==> config.mk <==
export PLATFORM = sky130hd
export DESIGN_NAME = lite_arb
export DESIGN_NICKNAME = d
export VERILOG_FILES = /design/src/rtl/lite_arb.sv
export SDC_FILE = /design/constraint.sdc
export NUM_CORES = 1
export LEC_CHECK = 0
export BUFFER_PORTS_ARGS = -buffer_cell sky130_fd_sc_hd__buf_2
export CAP_MARGIN = 25
export CORE_ASPECT_RATIO = 1.25
export CORE_MARGIN = 3
export CORE_UTILIZATION = 43
export CTS_BUF_LIST = sky130_fd_sc_hd__clkbuf_2 sky130_fd_sc_hd__clkbuf_4 sky130_fd_sc_hd__clkbuf_8
export CTS_CLUSTER_SIZE = 12
export DETAILED_ROUTE_END_ITERATION = 8
export GPL_TIMING_DRIVEN = 0
export PLACE_DENSITY = 0.78
export SYNTH_ARGS = -nofsm -noshare
export SYNTH_HDL_FRONTEND = slang
export SYNTH_SLANG_ARGS = --single-unit
==> constraint.sdc <==
create_clock -name clk -period 1.9 [get_ports clk]
set_input_delay 0.38 -clock clk [delete_from_list [all_inputs] [get_ports clk]]
set_output_delay 0.38 -clock clk [all_outputs]
set_load 0.005 [all_outputs]
==> src/rtl/lite_arb.sv <==
// Two-requester arbiter in front of a single AXI-Lite write engine.
// Round-robin grants, optional lock to keep ownership, and a WAIT timeout.
module lite_arb #(
    parameter int unsigned TIMEOUT_CYC = 1024
) (
    input  logic        clk,
    input  logic        rst,
    input  logic        r0_valid,
    input  logic        r1_valid,
    input  logic        r0_lock,
    input  logic        r1_lock,
    input  logic [9:0]  r0_awaddr,
    input  logic [9:0]  r1_awaddr,
    input  logic [31:0] r0_wdata,
    input  logic [31:0] r1_wdata,
    output logic        r0_ready,
    output logic        r1_ready,
    output logic        r0_done,
    output logic        r1_done,
    output logic        r0_err,
    output logic        r1_err,
    output logic        lite_valid,
    output logic [9:0]  lite_awaddr,
    output logic [31:0] lite_wdata,
    input  logic        lite_end,
    output logic        busy,
    output logic        owner
);

    localparam int CW = (TIMEOUT_CYC > 1) ? $clog2(TIMEOUT_CYC) : 1;

    typedef enum logic [1:0] {IDLE, ISSUE, WAIT, HOLD} state_t;

    state_t        state;
    logic          last_grant;
    logic          owner_q;
    logic          cap_lock;
    logic [CW-1:0] cnt;
    logic          lite_valid_q;
    logic          done0_q, done1_q, err0_q, err1_q;
    logic          rdy0, rdy1;
    logic          accept;
    logic          win;
    logic          owner_lock;

    always_comb begin
        rdy0 = 1'b0;
        rdy1 = 1'b0;
        unique case (state)
            IDLE: begin
                // On a tie, last_grant=1 means requester 0 goes next.
                if (r0_valid && (!r1_valid || last_grant)) rdy0 = 1'b1;
                else if (r1_valid)                         rdy1 = 1'b1;
            end
            HOLD: begin
                rdy0 = !owner_q && r0_valid;
                rdy1 = owner_q && r1_valid;
            end
            ISSUE, WAIT: begin
                rdy0 = 1'b0;
                rdy1 = 1'b0;
            end
        endcase
    end

    assign accept     = rdy0 | rdy1;
    assign win        = rdy1;
    assign owner_lock = owner_q ? r1_lock : r0_lock;

    always_ff @(posedge clk) begin
        if (rst) begin
            state        <= IDLE;
            last_grant   <= 1'b1;
            owner_q      <= 1'b0;
            cap_lock     <= 1'b0;
            cnt          <= '0;
            lite_awaddr  <= '0;
            lite_wdata   <= '0;
            lite_valid_q <= 1'b0;
            done0_q      <= 1'b0;
            done1_q      <= 1'b0;
            err0_q       <= 1'b0;
            err1_q       <= 1'b0;
        end else begin
            lite_valid_q <= 1'b0;
            done0_q      <= 1'b0;
            done1_q      <= 1'b0;
            err0_q       <= 1'b0;
            err1_q       <= 1'b0;
            unique case (state)
                IDLE, HOLD: begin
                    if (accept) begin
                        lite_awaddr  <= win ? r1_awaddr : r0_awaddr;
                        lite_wdata   <= win ? r1_wdata : r0_wdata;
                        cap_lock     <= win ? r1_lock : r0_lock;
                        owner_q      <= win;
                        last_grant   <= win;
                        lite_valid_q <= 1'b1;
                        state        <= ISSUE;
                    end else if (state == HOLD && !owner_lock) begin
                        state <= IDLE;
                    end
                end
                ISSUE: begin
                    cnt   <= '0;
                    state <= WAIT;
                end
                WAIT: begin
                    // A completion on the final timeout cycle still counts as success.
                    if (lite_end) begin
                        done0_q <= !owner_q;
                        done1_q <= owner_q;
                        state   <= cap_lock ? HOLD : IDLE;
                    end else if (cnt == CW'(TIMEOUT_CYC - 1)) begin
                        done0_q  <= !owner_q;
                        done1_q  <= owner_q;
                        err0_q   <= !owner_q;
                        err1_q   <= owner_q;
                        cap_lock <= 1'b0;
                        state    <= IDLE;
                    end else begin
                        cnt <= cnt + 1'b1;
                    end
                end
            endcase
        end
    end

    assign r0_ready   = rdy0 & ~rst;
    assign r1_ready   = rdy1 & ~rst;
    assign r0_done    = done0_q & ~rst;
    assign r1_done    = done1_q & ~rst;
    assign r0_err     = err0_q & ~rst;
    assign r1_err     = err1_q & ~rst;
    assign lite_valid = lite_valid_q & ~rst;
    assign busy       = (state != IDLE) & ~rst;
    assign owner      = owner_q;

endmodule

Yosys cells after proc, flatten, opt, wreduce, memory -nomap -nowiden
Cells that the tools add are included.

word-level totals
  bits in registers = 62
  bits of input ports = 91
  output and inout bits = 51
  logic and storage cells = 83

operators by class
  add/subtract/negate cells = 1
  equal/unequal tests = 10
  multiplexer cells = 27
  bitwise gates (word level) = 12
  reduce and logical (&&, ||, !) cells = 21

operators by type and width
  operator                                        number
  2-to-1 mux 32 bit                               1
  2-to-1 mux 10 bit                               3
  one-hot mux 10 bit (2 select lines)             1
  2-to-1 mux 1 bit                                13
  adder 10 x 1 -> 10 bit (second input constant)  1
  == test 10 bit (second input constant)          1
  2-to-1 mux 2 bit                                5
  bitwise AND 1 bit                               8
  != test 2 bit (second input constant)           4
  OR reduction 2 bit                              4
  != test 3 bit (second input constant)           2
  one-hot mux 1 bit (3 select lines)              2
  one-hot mux 2 bit (3 select lines)              1
  nonzero test 2 bit                              3
  == test 2 bit (second input constant)           2
  logical AND 1 bit                               4
  AND reduction 2 bit                             2
  AND reduction 4 bit                             1
  logical NOT 1 bit                               3
  inverter 1 bit                                  3
  AND reduction 3 bit                             1
  OR reduction 3 bit                              1
  == test 2 x 1 -> 1 bit (second input constant)  1
  logical NOT 2 bit                               1
  3 further kinds                                 3

Longest topological paths before layout
  depth after elaboration = 8
  depth in mapped cells = 8
  mapped depth without buffers = 6

Worst setup path before layout
No wires, ideal clock.

  path kind = reg2reg
  start = reg state[0]
  end = reg last_grant
  library setup time = 0.141 ns
  data arrival time = 1.724 ns
  required time = 1.759 ns
  setup slack = 0.036 ns
  cell stages (with the launch flop) = 8
  path buffers = 2
  clock period less this slack = 1.864 ns
  path through = dfxtp_1 inv_1 ha_1 o21bai_1 a211oi_4 buf_2 buf_2 o221ai_1

on the way
  longest elaborated chain between the ends = 5
  elaborated cells on any way between the ends = 10
  those cells by class = eq/ne (3); mux (2); bitwise (1); reduce/logical (4)

RTL lines
  what                                                            line  text
  from (decl)                                                     34    state_t state;
  from (signal assigned)                                          113   state <= cap_lock ? HOLD : IDLE;
  == test 2 bit / == test 2 x 1 -> 1 bit (equally long branches)  49    unique case (state)
  OR reduction 2 bit                                              49
  one-hot mux 1 bit (3 select lines)                              49
  OR 1 bit                                                        66    assign accept = rdy0 | rdy1;
  AND reduction 2 bit (no line)                                   n/a
  to (signal assigned)                                            97    last_grant <= win;
  to (decl)                                                       35    logic last_grant;

Several ways; a longest one is shown, not always the timed one.
A chain may end at the register's enable or synchronous reset.

Worst setup path in the final report
  start = reg state[0]
  end = out r1_ready

on the way
  longest elaborated chain between the ends = 4
  elaborated cells on any way between the ends = 7
  those cells by class = eq/ne (3); mux (1); bitwise (1); reduce/logical (2)

RTL lines
  what                                                            line  text
  == test 2 bit / == test 2 x 1 -> 1 bit (equally long branches)  49
  OR reduction 2 bit                                              49
  one-hot mux 1 bit (3 select lines) (*)                          49
  bitwise AND 1 bit (*)                                           130   assign r1_ready = rdy1 & ~rst;
  to (decl)                                                       17    output logic r1_ready,

Every way passes the cells marked *; elsewhere a longest branch is shown, timed or not.

==> impl_metrics.json <==
{
  "ir_drop_uv": 826,
  "ios": 142,
  "clockBufferDepth": 2,
  "cp-start-kind": "register",
  "syn_nets": 466,
  "yosysSeqAreaShare": 0.420,
  "path_cells": "inv_4, ha_4, a21o_4, nand3_4, buf_8, nor2_1, buf_2",
  "layout_min_cycle_time_ns": 1.88,
  "grt.overflow.total": 0,
  "worstMarginPinSlew_ns": 0.557,
  "grt_pass1_wl_um": 14300,
  "path_clk_slew_ns": 0.06,
  "hold_viol": 0,
  "cp_num_buf_inv": 3,
  "synth_cells": 370,
  "synth_top_cell_area_share": 0.420,
  "setup_viol_count_final": 0,
  "nNetsFinal": 626,
  "io_buffers": 140,
  "reg2regPathDepth": 7,
  "dr_total_vias": 3328,
  "p_total_mw": 5.94,
  "grt_antenna_before_repair": 0,
  "min_period_over_period": 0.987,
  "cts_root_buf": "clkbuf_8",
  "finalClockSkew_ns": 0.00599,
  "cts.htree.levels": 3,
  "wl_per_cell_um": 14.2,
  "cp_top_family": "flip-flops",
  "crit_path_end_kind": "output pin",
  "whs_path_depth": 3,
  "core_sq_um": 6610,
  "p_leak_nw": 1.98,
  "die_x_um": 80.2,
  "holdBufCountCts": 0,
  "yosysTopAreaCell": "dfxtp_1",
  "syn_avg_cell_area_sq_um": 7.99,
  "netlist_area_sq_um": 2960,
  "cp_slowest_cell": "dfxtp_4",
  "holdCritPathClass": "in -> reg",
  "synthTopCellsByArea": "dfxtp_1 (42%), nand2_1 (12%), a311oi_1 (11%)",
  "synth_edf_count": 0,
  "antenna_left": 0,
  "synth_commonest_cells": "nand2_1 (93), dfxtp_1 (62), nor2_1 (44), a311oi_1 (37), clkbuf_1 (15)",
  "drv_cap": 0,
  "insertion_delay_ns": 0.33,
  "worstPathMaxFanout": 6,
  "drt-pass1-iter-count": 4,
  "yosys_warnings": 0,
  "viasPerCell": 5.36,
  "status": "finished, final reports clean",
  "critical_path_class": "reg -> out",
  "cp_num_cells": 7,
  "yosysMostFrequentCell": "nand2_1",
  "die_area_sq_um": 7910,
  "cp.required_ns": 1.52,
  "max_freq_mhz": 533,
  "routed_wl_um": 8840,
  "drt_iter0_markers": 149,
  "synth_cell_types": 48,
  "tritoncts": "yes",
  "fin_area_sq_um": 4220,
  "drv_slew": 0,
  "synthToLayoutAreaGrowth_pct": 42.6,
  "track_usage": 0.224,
  "ys_async_sr_fraction": 0,
  "crit_path_max_incr_delay_ns": 0.39,
  "drive_gt1_frac": 0.391,
  "grt_pass1_vias": 3168,
  "synth_ff_type": "dfxtp_1",
  "synth-seq-cells": 62,
  "antennaDiodeCount": 0,
  "p_per_area_nw_per_um2": 1410,
  "grt_max_degree": 18,
  "arrival_ns": 1.50,
  "routabilityCongestion": 0.896,
  "rows": 33,
  "fp.dieH_um": 98.7,
  "tns_ns": 0,
  "maxSlewHeadroom": 0.626,
  "cts_made_buffers": 9,
  "place_area_sq_um": 3760,
  "initial_core_util": 0.447,
  "dp_hpwl_um": 6490,
  "post-route-drc-count": 0,
  "rsz0062_at_grt": "yes",
  "cts.sinks": 62
}
-- routing by layer --
metal / up-vias / global-route usage / part of all wire
met1: 1533 / 0.278 / 0.41
li1: 1644 / - / -
met5: - / 0 / 0
met2: 132 / 0.373 / 0.50
met3: 19 / 0.0356 / 0.066
met4: 0 / 0.111 / 0.025
-- cells by family (layout without fill, tap and decap cells) --
group / Yosys count / count (layout) / share of synthesized area
AO/OA/AOI/OAI: 83 / 83 / 0.220
adder cells (fa/ha/maj): 5 / 5 / 0.0212
buffers and inverters: 35 / 199 / 0.0516
flip-flops: 62 / 62 / 0.420
multiplexers: 6 / 6 / 0.0212
AND/OR/NAND/NOR: 179 / 179 / 0.266
-- cells in the final DEF (no fill, tap or decap), types with 5 or more instances in the layout --
cell type / count
buf_6: 5
nor2b_1: 8
o21ai_0: 12
clkbuf_2: 5
inv_1: 6
clkbuf_8: 10
nand3_1: 7
a31oi_1: 9
and3_1: 5
clkbuf_1: 5
nand2_1: 93
buf_4: 13
dfxtp_1: 59
nor2_1: 44
a311oi_1: 36
clkbuf_4: 5
buf_2: 142
-- power by group --
group / switching (mW) / leakage, nW / internal, mW
sequential: 0.269 / 0.513 / 1.82
combinational: 1.46 / 1.37 / 1.26
clock: 0.481 / 0.0986 / 0.644
-- flip-flops by register name, summed over array words and instances, names as in the netlist --
signal / flops
lite_valid_q: 1
done0_q: 1
done1_q: 1
lite_awaddr: 10
err0_q: 1
last_grant: 1
state: 2
err1_q: 1
owner: 1
cap_lock: 1
lite_wdata: 32
cnt: 10
-- area by class of cell --
cell class                      count  area (sq um)
Timing Repair Buffer              150           792
Fill cell                         586          2390
Multi-Input combinational cell    273          1660
Inverter                            8          35.0
Sequential cell                    62          1250
Clock buffer                       11           145
Tap cell                           87           109
Clock inverter                      4          47.5
Buffer                             26           181
-- final timing paths --
kind                  start              to  slack (ns)
max                state[0]        r1_ready        0.02
min            r0_awaddr[9]  lite_awaddr[9]        0.30
max reg2reg        state[0]        cap_lock        0.07
min reg2reg  lite_wdata[10]  lite_wdata[10]        0.49
-- per-stage QoR --
| step | hold slack, ns | worst slack (ns) | utilization | std cells |
|---|---|---|---|---|
| CTS | 0.284 | -0.0120 | 0.619 | 615 |
| global placement | 0.481 | -0.402 | 0.570 | 597 |
| floorplan | 0.459 | 0.0358 | - | 370 |
| finish | 0.299 | 0.0248 | 0.638 | 621 |
| detailed placement | 0.491 | -0.421 | 0.570 | 597 |
| global route | 0.298 | -0.0417 | 0.638 | 621 |
-- worst min-delay path, stage by stage --
cell	delay (ns)
buf_2	0.09
nand2_1	0.04
a31oi_1	0.06
-- timing repair --
item,in CTS,in global routing
gates resized for setup,33,23
buffers inserted,4,6
pin swaps,3,9
setup endpoints to repair,50,50
Note: power is estimated with default switching activity, not from simulation.
